`src/rtl/eth_tx_arbiter.sv`:
```
// Round-robin transmit arbiter for ARP/ICMP/UDP reply frames.
// One pending bit per source, START/BUSY/GAP sequencing with BUSY timeout.
module eth_tx_arbiter #(
   parameter int IFG_CYCLES     = 12,
   parameter int TIMEOUT_CYCLES = 2048
) (
   input  logic       i_clk,
   input  logic       i_reset,
   input  logic       i_arp_req,
   input  logic       i_icmp_req,
   input  logic       i_udp_req,
   input  logic       i_tx_done,
   output logic       o_tx_start,
   output logic [1:0] o_tx_sel,
   output logic       o_busy,
   output logic       o_timeout,
   output logic [7:0] o_drop_cnt
);

   localparam int MAXC = (IFG_CYCLES > TIMEOUT_CYCLES) ? IFG_CYCLES : TIMEOUT_CYCLES;
   localparam int CW   = $clog2(MAXC) + 1;
   localparam logic [CW-1:0] C_TO_LAST  = CW'(TIMEOUT_CYCLES - 1);
   localparam logic [CW-1:0] C_IFG_LAST = CW'(IFG_CYCLES - 1);

   localparam logic [1:0] S_IDLE  = 2'd0;
   localparam logic [1:0] S_START = 2'd1;
   localparam logic [1:0] S_BUSY  = 2'd2;
   localparam logic [1:0] S_GAP   = 2'd3;

   localparam logic [1:0] SEL_ARP  = 2'd1;
   localparam logic [1:0] SEL_ICMP = 2'd2;
   localparam logic [1:0] SEL_UDP  = 2'd3;

   logic [1:0]    r_state;
   logic [2:0]    r_pend;     // bit0 ARP, bit1 ICMP, bit2 UDP
   logic [1:0]    r_last;
   logic [1:0]    r_win;
   logic [CW-1:0] r_cnt;
   logic          r_timeout;
   logic [7:0]    r_drop;

   logic [2:0] w_req;
   logic [1:0] w_win;
   logic       w_grant;
   logic [2:0] w_clr;
   logic [2:0] w_drop;
   logic [1:0] w_ndrop;
   logic [8:0] w_dsum;

   assign w_req = {i_udp_req, i_icmp_req, i_arp_req};

   // Search starts at the source after the last granted one.
   always_comb begin
      w_win = 2'd0;
      case (r_last)
         SEL_ARP: begin
            if      (r_pend[1]) w_win = SEL_ICMP;
            else if (r_pend[2]) w_win = SEL_UDP;
            else if (r_pend[0]) w_win = SEL_ARP;
         end
         SEL_ICMP: begin
            if      (r_pend[2]) w_win = SEL_UDP;
            else if (r_pend[0]) w_win = SEL_ARP;
            else if (r_pend[1]) w_win = SEL_ICMP;
         end
         default: begin
            if      (r_pend[0]) w_win = SEL_ARP;
            else if (r_pend[1]) w_win = SEL_ICMP;
            else if (r_pend[2]) w_win = SEL_UDP;
         end
      endcase
   end

   assign w_grant = (r_state == S_IDLE) && (|r_pend);

   always_comb begin
      w_clr = 3'b000;
      if (w_grant) begin
         case (w_win)
            SEL_ARP:  w_clr = 3'b001;
            SEL_ICMP: w_clr = 3'b010;
            SEL_UDP:  w_clr = 3'b100;
            default:  w_clr = 3'b000;
         endcase
      end
   end

   // A request landing on its own grant cycle is a fresh request, not a drop.
   assign w_drop  = w_req & r_pend & ~w_clr;
   assign w_ndrop = 2'(w_drop[0]) + 2'(w_drop[1]) + 2'(w_drop[2]);
   assign w_dsum  = {1'b0, r_drop} + {7'b0, w_ndrop};

   always_ff @(posedge i_clk or posedge i_reset) begin
      if (i_reset) begin
         r_pend <= 3'b000;
         r_drop <= 8'd0;
      end else begin
         r_pend <= (r_pend & ~w_clr) | w_req;
         r_drop <= w_dsum[8] ? 8'hFF : w_dsum[7:0];
      end
   end

   always_ff @(posedge i_clk or posedge i_reset) begin
      if (i_reset) begin
         r_state   <= S_IDLE;
         r_last    <= SEL_UDP;
         r_win     <= 2'd0;
         r_cnt     <= '0;
         r_timeout <= 1'b0;
      end else begin
         r_timeout <= 1'b0;
         case (r_state)
            S_IDLE: begin
               if (w_grant) begin
                  r_state <= S_START;
                  r_win   <= w_win;
                  r_last  <= w_win;
               end
            end
            S_START: begin
               r_state <= S_BUSY;
               r_cnt   <= '0;
            end
            S_BUSY: begin
               if (i_tx_done) begin
                  r_state <= S_GAP;
                  r_cnt   <= '0;
               end else if (r_cnt == C_TO_LAST) begin
                  r_state   <= S_GAP;
                  r_cnt     <= '0;
                  r_timeout <= 1'b1;
               end else begin
                  r_cnt <= r_cnt + 1'b1;
               end
            end
            default: begin
               if (r_cnt == C_IFG_LAST) begin
                  r_state <= S_IDLE;
                  r_cnt   <= '0;
                  r_win   <= 2'd0;
               end else begin
                  r_cnt <= r_cnt + 1'b1;
               end
            end
         endcase
      end
   end

   assign o_tx_start = (r_state == S_START);
   assign o_tx_sel   = ((r_state == S_START) || (r_state == S_BUSY)) ? r_win : 2'd0;
   assign o_busy     = (r_state != S_IDLE);
   assign o_timeout  = r_timeout;
   assign o_drop_cnt = r_drop;

endmodule

```
`config.mk`:
```
export PLATFORM = sky130hd
export DESIGN_NAME = eth_tx_arbiter
export DESIGN_NICKNAME = d
export VERILOG_FILES = /design/src/rtl/eth_tx_arbiter.sv
export SDC_FILE = /design/constraint.sdc
export NUM_CORES = 1
export LEC_CHECK = 0
export BUFFER_PORTS_ARGS = -buffer_cell sky130_fd_sc_hd__buf_2
export CAP_MARGIN = 20
export CORE_MARGIN = 1
export CORE_UTILIZATION = 52
export CTS_CLUSTER_DIAMETER = 200
export DETAILED_ROUTE_END_ITERATION = 8
export PLACE_DENSITY = 0.75
export SLEW_MARGIN = 30
export SYNTH_ARGS = -nofsm -noshare
export SYNTH_HDL_FRONTEND = slang
export SYNTH_SLANG_ARGS = --single-unit
```
`constraint.sdc`:
```
create_clock -name i_clk -period 3.2 [get_ports i_clk]
set_clock_uncertainty 0.05 [all_clocks]
set_input_delay 0.64 -clock i_clk [delete_from_list [all_inputs] [get_ports i_clk]]
set_output_delay 0.64 -clock i_clk [all_outputs]
set_load 0.05 [all_outputs]
```
# --- Yosys cells after proc, flatten, opt, wreduce, memory -nomap -nowiden ---
# Cells that the tools add are included.
totals:
  reg_bits: 30
  inputBits: 6
  elab_cells: 67
  output_inout_bits: 13
classes:
  n_addsub: 4
  n_eq_ne: 11
  reduce_logical: 11
  n_mux: 28
  bitwise: 6
ops:
  columns: ["op", "count"]
  rows:
  - ["12-bit two-way mux", 3]
  - ["12-bit one-hot mux with 3 select lines", 1]
  - ["2-bit two-way mux", 14]
  - ["12-bit by 1-bit adder with 12-bit output (second input constant)", 1]
  - ["12-bit by 11-bit == test with 1-bit output (second input constant)", 1]
  - ["12-bit by 4-bit == test with 1-bit output (second input constant)", 1]
  - ["8-bit by 2-bit adder with 9-bit output", 1]
  - ["3-bit bitwise AND", 3]
  - ["3-bit one-hot mux with 3 select lines", 1]
  - ["2-bit == test (second input constant)", 4]
  - ["8-bit two-way mux", 1]
  - ["2-bit one-hot mux with 2 select lines", 2]
  - ["2-bit by 1-bit == test with 1-bit output (second input constant)", 3]
  - ["2-bit one-hot mux with 3 select lines", 1]
  - ["3-bit AND reduction", 2]
  - ["1-bit two-way mux", 4]
  - ["2-bit nonzero test", 2]
  - ["4-bit nonzero test", 1]
  - ["3-bit two-way mux", 1]
  - ["3-bit != test (second input constant)", 1]
  - ["3-bit inverter", 1]
  - ["3-bit OR", 1]
  - ["3-bit OR reduction", 1]
  - ["1-bit by 1-bit adder with 2-bit output", 1]
  - ["8 further kinds", 8]

# --- Longest topological paths before layout ---
# Gate-level depths: netlist of run 1.
logic_depth:
  ltp_word: 13
  mapped_depth: 14
  ltp_nobuf: 13

# --- Worst setup path before layout of run 1 ---
# Ideal clock, no wire load.
synth_timing:
  path_kind: "reg-to-reg"
  from: "register r_state[0]"
  to: "register r_drop[0] (netlist: o_drop_cnt[0])"
  stages_incl_launch_ff: 15
  setup_ns: 0.073
  slack_ns: -0.258
  required_time_ns: 3.077
  synth_period_minus_slack_ns: 3.458
  t_arrival_ns: 3.335
  n_path_buf: 1
  path_cell_list: "dfrtp_1 -> inv_1 -> ha_1 -> buf_2 -> clkinv_1 -> a2111o_1 -> o21bai_1 -> nand3_1 -> fa_1 -> inv_1 -> ha_1 -> fa_1 -> and2_1 -> nand3_1 -> nand2b_1"
synth_between:
  elab_chain_len: 9
synth_rtl:
  columns: ["element", "line_no", "rtl"]
  rows:
  - ["from (decl)", "34", "logic [1:0] r_state;"]
  - ["from (signal assigned)", "105", "r_state <= S_IDLE;"]
  - ["from (signal assigned)", "115", "r_state <= S_START;"]
  - ["from (signal assigned)", "121", "r_state <= S_BUSY;"]
  - ["2-bit zero test *", "74", "assign w_grant = (r_state == S_IDLE) && (|r_pend);"]
  - ["1-bit logical AND *", "74", null]
  - ["3-bit two-way mux *", "78", "if (w_grant) begin"]
  - ["3-bit inverter *", "89", "assign w_drop = w_req & r_pend & ~w_clr;"]
  - ["3-bit bitwise AND *", "89", null]
  - ["1-bit by 1-bit adder with 2-bit output", "90", "assign w_ndrop = 2'(w_drop[0]) + 2'(w_drop[1]) + 2'(w_drop[2]);"]
  - ["2-bit by 1-bit adder with 2-bit output *", "90", null]
  - ["8-bit by 2-bit adder with 9-bit output *", "91", "assign w_dsum = {1'b0, r_drop} + {7'b0, w_ndrop};"]
  - ["8-bit two-way mux *", "99", "r_drop <= w_dsum[8] ? 8'hFF : w_dsum[7:0];"]
  - ["to (signal assigned)", "99", null]
  - ["to (decl)", "40", "logic [7:0] r_drop;"]
# Mark *: on every way between the ends. The rest lies on a longest branch, timed or not.
# A chain may end at the register's enable or synchronous reset.

# --- Final worst setup path of run 1 ---
layout_timing:
  from: "register r_last[0]"
  to: "register r_drop[3] (netlist: o_drop_cnt[3])"
layout_between:
  elab_chain_len: 11
  elab_cells_between_ends: 14
  cone_classes: "add/sub: 3; eq/ne: 5; mux: 4; bitwise: 2"
layout_rtl:
  columns: ["element", "line_no", "rtl"]
  rows:
  - ["from (decl)", "36", "logic [1:0] r_last;"]
  - ["from (signal assigned)", "117", "r_last <= w_win;"]
  - ["2-bit == test or 2-bit by 1-bit == test with 1-bit output (tied branches)", "55", "case (r_last)"]
  - ["2-bit one-hot mux with 2 select lines *", "55", null]
  - ["2-bit == test or 2-bit by 1-bit == test with 1-bit output (tied branches)", "79", "case (w_win)"]
  - ["3-bit one-hot mux with 3 select lines *", "79", null]
  - ["3-bit two-way mux *", "78", null]
  - ["3-bit inverter *", "89", null]
  - ["3-bit bitwise AND *", "89", null]
  - ["1-bit by 1-bit adder with 2-bit output", "90", null]
  - ["2-bit by 1-bit adder with 2-bit output *", "90", null]
  - ["8-bit by 2-bit adder with 9-bit output *", "91", null]
  - ["8-bit two-way mux *", "99", null]
# Marks and branches as above.

==> out/summary.txt, run 1 <==
Outcome - finished with violations
Failing checks - setup timing
Filler Cells Inserted - 259
Post-Syn Nets - 203
Port bufs - 18
Post-Syn Area per Cell - 9.57 µm²
Setup ws final - -0.0749 ns
Die area - 0.00366 mm²
Area grow syn2layout - 19.2%
Setup tns final - -0.452 ns
Place WS - -0.187 ns
Routed vias - 1472
Multi-input logic area - 0.00103 mm²
CTS H-tree lvls - 2
Maximum clock rate - 0.305 GHz
Final instance area - 0.00212 mm²
Slew Limit Fails - 0
Clock Latency Late Sink - 0.34 ns
Avg WL per Cell - 14.8 µm
PD cells - 589 mW/mm²
Sequential cell area fraction in the yosys report - 42.3%
First-pass GRT wire length - 6310 µm
Post-synthesis cell type count - 50
Cell Area, Placed - 0.00196 mm²
Placer Congestion - 0.824
#FFs+latches synth - 30
Starting density of the core - 56.5%
Clk slew on worst S/H paths - 0.10 ns
Storage cell area - 753 µm²
Total CTS buffers - 5
DR iter-0 viols - 63
CTS Buffer Depth - 2
Synth async-reset ratio - 100%
Share of layout cells above drive strength 1 - 26.4%
Die Y - 60.5 µm
Largest net degree at the start of global routing - 27
Chip width - 60.5 µm
Placeable Area - 0.00315 mm²
Vias in the first global route - 1366
Drt total wl - 3860 µm
Clock sinks - 30
CTS tree - done
GRT Total Usage - 23.9%
Final period util - 102%
Yosys top cell area share - 39.4%
Cts hold-fix bufs - 0
Yosys warns - 0
Post-synth top area cell - dfrtp_1
Final #Nets - 232
Placement Rows - 20
Synth Flop Type - dfrtp_1
Worst-path maximum fanout - 6
Post-route DRC - 0
Final ANT Viol Nets - 0
Critical Path RT - 3.42 ns
Slew @ Worst Pin - 0.713 ns
Top Ports - 19
# diodes - 0
Hold Slack - 0.348 ns
Synthesized cell area - 0.00178 mm²
Post-synthesis cell count - 186
Worst Setup Start Kind - flop
WS Path Type - reg2reg
Maximum VDD drop - 0.000614 V
Setup-failing EPs final - 7
Final Util - 67.3%
DP Wirelength - 2590 µm
Fin cells - 260
Commonest cells after routing, fill and taps aside - dfrtp_1, nand2_1, buf_2
Final Total Pwr - 1.25 mW
Synth area leaders - dfrtp_1, ha_1, nand2_1
Placed Cells - 250
Min-delay worst type - in2async
Post-layout minimum cycle time - 3.27 ns
Drt first pass iters - 4
Initial antenna violation count - 0
Pleak - 0.934 nW
Most common cell after layout, fill and taps aside - dfrtp_1
Crit end category - flop
Overflow after GRT - 0
Max-Cap Viols - 0
Endpoints failing hold - 0
Number of synthesized flops with an enable pin - 0
CTS root buffer - clkbuf_4
Data arrival, critical path - 3.49 ns
Slew margin rel. - 52.4%
Setup repair after global routing missed its margin - yes
Vias per cell - 5.66
[what timing repair did]
item / CTS / global route
setup buffers: 2 / 0
resized for setup: 9 / 5
setup endpoints to repair: 8 / 8
pin swaps: 4 / 3
[registers in the layout (all words and copies together) (netlist names)]
name	count
r_state	2
r_pend	3
o_drop_cnt	8
r_last	2
o_timeout	1
r_win	2
r_cnt	12
[routing by layer]
metal / GRT usage, % / routed length [µm]
met2: 38.3 / 1900
met4: 7.14 / 42
met1: 31.4 / 1730
met5: 0 / 0
met3: 7.25 / 183
[area by class of cell]
class | count | area share, %
multi-input cells | 138 | 48.4
flip-flops and latches | 30 | 35.5
inverters | 14 | 2.54
repair buffers | 26 | 7.43
clock inverters | 1 | 1.42
clock buffers | 7 | 2.12
well taps | 44 | 2.59
[logic make-up after synthesis]
| group | synth area share (%) |
|---|---|
| buffers and inverters | 4.57 |
| AO/OA/AOI/OAI | 16.9 |
| AND/OR/NAND/NOR | 21.9 |
| flip-flops | 42.3 |
| multiplexers | 2.81 |
| XOR/XNOR | 2.95 |
| adder cells (fa/ha/maj) | 8.57 |
[critical path, stage by stage (launching register included)]
cell and delay [ns]:
dfstp_2 0.55, inv_2 0.04, ha_4 0.24, mux2i_4 0.20, a2111o_1 0.47, buf_6 0.14
o211ai_1 0.18, fa_1 0.44, inv_1 0.07, ha_2 0.18, fa_2 0.26, and2_4 0.18
nand3_4 0.11, nand2_1 0.09
[worst paths after layout]
kind	slack [ns]	from	depth (start not counted)	endpoint
worst max-delay path	-0.07	r_last[0]	13	o_drop_cnt[3]
worst min-delay path	0.35	i_reset	2	r_cnt[2]
worst max register to register	-0.07	r_last[0]	13	o_drop_cnt[3]
worst min register to register	0.46	r_win[0]	1	r_win[0]
max in group asynchronous	2.07	i_reset	3	o_drop_cnt[4]
min in group i_clk	0.46	i_icmp_req	2	r_pend[1]
[power breakdown]
part	internal [mW]	switching (mW)
registers	0.431	0.0685
logic	0.147	0.305
clock network	0.166	0.133
[Yosys cell counts, types with 2 or more instances]
cell type,instances
dfrtp_1,28
nand2_1,20
inv_1,13
o21ai_0,10
ha_1,9
nor3_1,9
a21oi_1,8
nand3_1,7
nor2_1,7
mux2i_1,5
nor4_1,5
nand2b_1,4
a21o_1,3
and2_1,3
nand4_1,3
nor3b_1,3
o21bai_1,3
o22ai_1,3
o31ai_1,3
xnor2_1,3
xor2_1,3
and3_1,2
and4_1,2
dfstp_2,2
fa_1,2
o21a_1,2
Note: power is estimated with default switching activity, not from simulation.
==> run 2, diff against run 1 <==
--- a/config.mk
+++ b/config.mk
@@ -7,11 +7,11 @@
 export LEC_CHECK = 0
 export BUFFER_PORTS_ARGS = -buffer_cell sky130_fd_sc_hd__buf_2
 export CAP_MARGIN = 20
+export CORE_ASPECT_RATIO = 1.75
 export CORE_MARGIN = 1
-export CORE_UTILIZATION = 52
+export CORE_UTILIZATION = 40
 export CTS_CLUSTER_DIAMETER = 200
 export DETAILED_ROUTE_END_ITERATION = 8
-export PLACE_DENSITY = 0.75
 export SLEW_MARGIN = 30
 export SYNTH_ARGS = -nofsm -noshare
 export SYNTH_HDL_FRONTEND = slang
==> out/summary.txt, run 2 (synthesized netlist as in run 1, its figures left out) <==
Initial antenna violation count - 0 (unchanged)
Setup-failing EPs final - 1 (-6)
Die area - 0.00473 mm² (+29%)
Placement Rows - 31 (+55%)
Max-Cap Viols - 0 (unchanged)
GRT Total Usage - 20.0% (-3.8 points)
Final instance area - 0.00217 mm² (+2.4%)
Avg WL per Cell - 15.2 µm (+2.3%)
CTS root buffer - clkbuf_8
Outcome - finished with violations
Maximum VDD drop - 0.000439 V (-28%)
Min-delay worst type - in2async
Failing checks - setup timing
Final period util - 100% (-2.1 points)
Number of flip-flops in the largest register - 12 (unchanged)
Post-route DRC - 0 (unchanged)
Port bufs - 18 (unchanged)
Endpoints failing hold - 0 (unchanged)
Die Y - 90.3 µm (+49%)
DR iter-0 viols - 39 (-38%)
Clock sinks - 30 (unchanged)
Overflow after GRT - 0 (unchanged)
CTS Buffer Depth - 2 (unchanged)
WS Path Type - reg2reg
CTS tree - done
Slew @ Worst Pin - 0.587 ns (-0.126 ns)
Vias in the first global route - 1611 (+18%)
Final Total Pwr - 1.29 mW (+3.1%)
Setup ws final - -0.00796 ns (+0.0669 ns)
Placer Congestion - 0.793 (-3.8%)
Drt total wl - 4070 µm (+5.5%)
Slew Limit Fails - 0 (unchanged)
Top Ports - 19 (unchanged)
Vias per cell - 5.68 (+0.24%)
Placed Cells - 256 (+2.4%)
# diodes - 0 (unchanged)
Storage cell area - 753 µm² (unchanged)
Setup tns final - -0.00796 ns (+0.444 ns)
CTS H-tree lvls - 2 (unchanged)
Cell Area, Placed - 0.00197 mm² (+0.70%)
Filler Cells Inserted - 417 (+61%)
Post-layout minimum cycle time - 3.21 ns (-0.0669 ns)
Maximum clock rate - 0.312 GHz (+2.1%)
Clock Latency Late Sink - 0.28 ns (-0.06 ns)
Data arrival, critical path - 3.38 ns (-0.11 ns)
Cts hold-fix bufs - 0 (unchanged)
Final ANT Viol Nets - 0 (unchanged)
Multi-input logic area - 0.00102 mm² (-0.85%)
Worst-path maximum fanout - 6 (unchanged)
Fin cells - 268 (+3.1%)
DP Wirelength - 2970 µm (+15%)
Commonest cells after routing, fill and taps aside - dfrtp_1, nand2_1, buf_2
Area grow syn2layout - 22.1%
Largest net degree at the start of global routing - 31 (+15%)
Clk slew on worst S/H paths - 0.07 ns (-0.03 ns)
Critical Path RT - 3.37 ns (-0.05 ns)
Slew margin rel. - 60.5% (+8.1 points)
Total CTS buffers - 5 (unchanged)
PD cells - 593 mW/mm² (+0.68%)
Drt first pass iters - 4 (unchanged)
Biggest register - r_cnt
First-pass GRT wire length - 7130 µm (+13%)
Pleak - 0.962 nW (+2.9%)
Worst Setup Start Kind - flop
Hold Slack - 0.380 ns (+0.0322 ns)
Most common cell after layout, fill and taps aside - dfrtp_1
Placeable Area - 0.00419 mm² (+33%)
Routed vias - 1521 (+3.3%)
Chip width - 52.4 µm (-13%)
Setup repair after global routing missed its margin - yes
Final #Nets - 235 (+1.3%)
Share of layout cells above drive strength 1 - 27.9% (+1.5 points)
Starting density of the core - 42.5% (-14 points)
Crit end category - flop
[run 2: final cells by class]
| type | count | share of cell area (%) |
|---|---|---|
| sequential | 30 | 34.7 |
| inverter | 14 | 2.48 |
| tap | 49 | 2.82 |
| clock buffer | 8 | 5.07 |
| multi-input combinational | 138 | 46.9 |
| timing repair buffer | 29 | 8.12 |
[run 2: power by group]
part           internal [mW]  switching, mW  total, mW
combinational          0.136          0.295      0.431
clock                  0.217          0.147      0.364
sequential             0.432         0.0628      0.494
total                  0.785          0.504       1.29
[run 2: stage by stage]
step	setup slack (ns)	util, %
after floorplan	0.0435	-
after global placement	-0.0500	47.0
after detailed placement	-0.189	47.0
after CTS	-0.00108	51.4
after global routing	-0.126	51.9
final	-0.00796	51.9
[run 2: per-layer routing]
layer	vias to the layer above	share of wire, %	GRT usage [%]
met5	-	0	0
met4	0	2.4	9.87
met3	10	2.9	3.54
met2	40	57	34.9
met1	739	38	22.1
li1	732	-	-
[run 2: final timing paths]
kind,from,end,slack [ns],cells past startpoint
worst max-delay path,r_last[0],o_drop_cnt[0],-0.008,13
worst min-delay path,i_reset,r_state[1],0.38,3
worst max register to register,r_last[0],o_drop_cnt[0],-0.008,13
worst min register to register,r_last[1],r_last[1],0.46,2
max in group asynchronous,i_reset,r_last[1],2.39,3
min in group i_clk,r_last[1],r_last[1],0.46,2
[run 2: critical path, stage by stage, from the launching register on]
cell	delay, ns
dfstp_2	0.54
inv_2	0.04
ha_4	0.25
mux2i_4	0.19
a2111o_1	0.42
buf_6	0.14
o211ai_1	0.18
fa_1	0.44
inv_1	0.08
ha_2	0.19
fa_2	0.25
and2_4	0.18
nand3_4	0.10
nand2b_1	0.10
[run 2: what timing repair did]
item	CTS	global route
gates resized for setup	7	5
pin swaps	3	3
buffers inserted	4	0
cloned	0	0
endpoints found under the setup margin	8	8
==> run 3, diff against run 2 <==
--- a/config.mk
+++ b/config.mk
@@ -8,8 +8,8 @@
 export BUFFER_PORTS_ARGS = -buffer_cell sky130_fd_sc_hd__buf_2
 export CAP_MARGIN = 20
 export CORE_ASPECT_RATIO = 1.75
-export CORE_MARGIN = 1
 export CORE_UTILIZATION = 40
+export CTS_BUF_LIST = sky130_fd_sc_hd__clkbuf_16
 export CTS_CLUSTER_DIAMETER = 200
 export DETAILED_ROUTE_END_ITERATION = 8
 export SLEW_MARGIN = 30
==> out/summary.txt, run 3 (synthesized netlist as in run 1, its figures left out) <==
Outcome - finished clean
First-pass GRT wire length - 7330 µm (+2.8%)
Clock sinks - 30 (unchanged)
CTS root buffer - clkbuf_16
Cts hold-fix bufs - 0 (unchanged)
Pleak - 0.971 nW (+0.99%)
Clk pwr share - 32.2% (+4.0 points)
Maximum VDD drop - 0.000487 V (+11%)
Vias per cell - 5.80 (+2.2%)
Commonest cells after routing, fill and taps aside - dfrtp_1, nand2_1, buf_2
Largest net degree at the start of global routing - 31 (unchanged)
# diodes - 0 (unchanged)
GRT Total Usage - 20.3% (+0.27 points)
Post-route DRC - 0 (unchanged)
Placeable Area - 0.00419 mm² (unchanged)
Total CTS buffers - 5 (unchanged)
Vias in the first global route - 1623 (+0.74%)
Final period util - 99.9% (-0.30 points)
Routed vias - 1560 (+2.6%)
CTS H-tree lvls - 2 (unchanged)
Worst-path maximum fanout - 5 (-1)
Placement Rows - 31 (unchanged)
Avg WL per Cell - 15.5 µm (+2.0%)
Crit end category - flop
Starting density of the core - 42.5% (unchanged)
Overflow after GRT - 0 (unchanged)
Share of layout cells above drive strength 1 - 25.9% (-1.9 points)
DR iter-0 viols - 22 (-44%)
WS Path Type - reg2reg
Die Y - 90.3 µm (unchanged)
Clk slew on worst S/H paths - 0.05 ns (-0.02 ns)
Maximum clock rate - 0.313 GHz (+0.30%)
Critical Path RT - 3.31 ns (-0.06 ns)
Port bufs - 18 (unchanged)
Max-Cap Viols - 0 (unchanged)
Switching Fraction - 37.7% (-1.4 points)
Final #Nets - 236 (+0.43%)
Setup-failing EPs final - 0 (-1)
Slew @ Worst Pin - 0.594 ns (+0.00759 ns)
Post-layout minimum cycle time - 3.20 ns (-0.00973 ns)
Cell internal pwr - 847 µW (+7.9%)
CTS Buffer Depth - 2 (unchanged)
Area grow syn2layout - 23.1%
Number of flip-flops in the largest register - 12 (unchanged)
Min-delay worst type - in2async
Clock Latency Late Sink - 0.27 ns (about the same)
Worst Setup Start Kind - flop
Switching power - 512 µW (+1.6%)
Hold Slack - 0.389 ns (+0.00842 ns)
Initial antenna violation count - 0 (unchanged)
Slew Limit Fails - 0 (unchanged)
DP Wirelength - 2970 µm (unchanged)
Top Ports - 19 (unchanged)
Most common cell after layout, fill and taps aside - dfrtp_1
Gate power share - 31.5% (-1.9 points)
Slew margin rel. - 60.0% (-0.51 points)
Placer Congestion - 0.793 (unchanged)
Final ANT Viol Nets - 0 (unchanged)
Biggest register - r_cnt
Chip width - 52.4 µm (unchanged)
CTS tree - done
Final Total Pwr - 1.36 mW (+5.4%)
Die area - 0.00473 mm² (unchanged)
Drt first pass iters - 4 (unchanged)
Filler Cells Inserted - 407 (-2.4%)
PD cells - 620 mW/mm² (+4.5%)
Reg power frac - 36.3% (-2.1 points)
Drt total wl - 4170 µm (+2.4%)
Data arrival, critical path - 3.31 ns (-0.07 ns)
Setup repair after global routing missed its margin - yes
Endpoints failing hold - 0 (unchanged)
## run 3: power groups by stage
stage,combinational (mW),clock (mW),sequential (mW)
6_report,0.428,0.438,0.493
5_1_grt,0.466,0.461,0.503
4_1_cts,0.436,0.446,0.493
3_5_place_dp,0.422,0,0.492
3_3_place_gp,0.412,0,0.493
2_1_floorplan,0.151,0,0.660
## run 3: timing repair
item / CTS / global route
resized for setup: 9 / 0
endpoints found under the setup margin: 8 / 8
cloned: 0 / 0
pin swaps: 6 / 4
setup buffers: 5 / 0
## run 3: cell type report
type,count,area (µm²),share of cell area (%)
Inverter,14,53.8,2.45
Clock inverter,3,11.3,0.514
Clock buffer,5,125,5.71
Timing Repair Buffer,30,184,8.39
Tap cell,49,61.3,2.80
Multi-Input combinational cell,138,1000,45.8
Sequential cell,30,753,34.4
## run 3: final timing paths
| kind | depth (start not counted) | from | end | slack (ns) |
|---|---|---|---|---|
| setup / recovery | 13 | r_last[0] | o_drop_cnt[2] | 0.002 |
| hold / removal | 3 | i_reset | o_drop_cnt[7] | 0.39 |
| setup reg to reg | 13 | r_last[0] | o_drop_cnt[2] | 0.002 |
| hold reg to reg | 2 | r_last[1] | r_last[1] | 0.48 |
| max in group asynchronous | 3 | i_reset | r_last[1] | 2.39 |
| min in group i_clk | 2 | r_last[1] | r_last[1] | 0.48 |
## run 3: per-layer routing
metal / vias to the layer above / wire [µm] / track usage [%]
met3: 12 / 115 / 3.03
met4: 0 / 105 / 9.21
met2: 41 / 2360 / 35.9
met1: 773 / 1590 / 22.7
met5: - / 0 / 0
li1: 734 / - / -
## run 3: worst max-delay path, stage by stage, from the launching register on
cell and delay [ns]:
dfstp_2 0.53, inv_2 0.04, ha_4 0.28, mux2i_2 0.24, a2111o_1 0.23, o21bai_4 0.15, nand3_2 0.09, fa_1 0.51
inv_1 0.05, ha_2 0.19, fa_2 0.39, buf_4 0.15, xnor2_1 0.13, nand2_1 0.06
## run 3: metrics by stage
stage               setup TNS (ns)  utilization, %  std cells  worst slack, ns  instance area, µm²
CTS                              0            52.3        269          0.00323                2190
global placement            -0.275            47.0        256          -0.0500                1970
finish                           0            52.3        269          0.00178                2190
detailed placement           -1.20            47.0        256           -0.189                1970
global route                -0.763            52.3        269           -0.114                2190
floorplan                        0               -        186           0.0435                1790
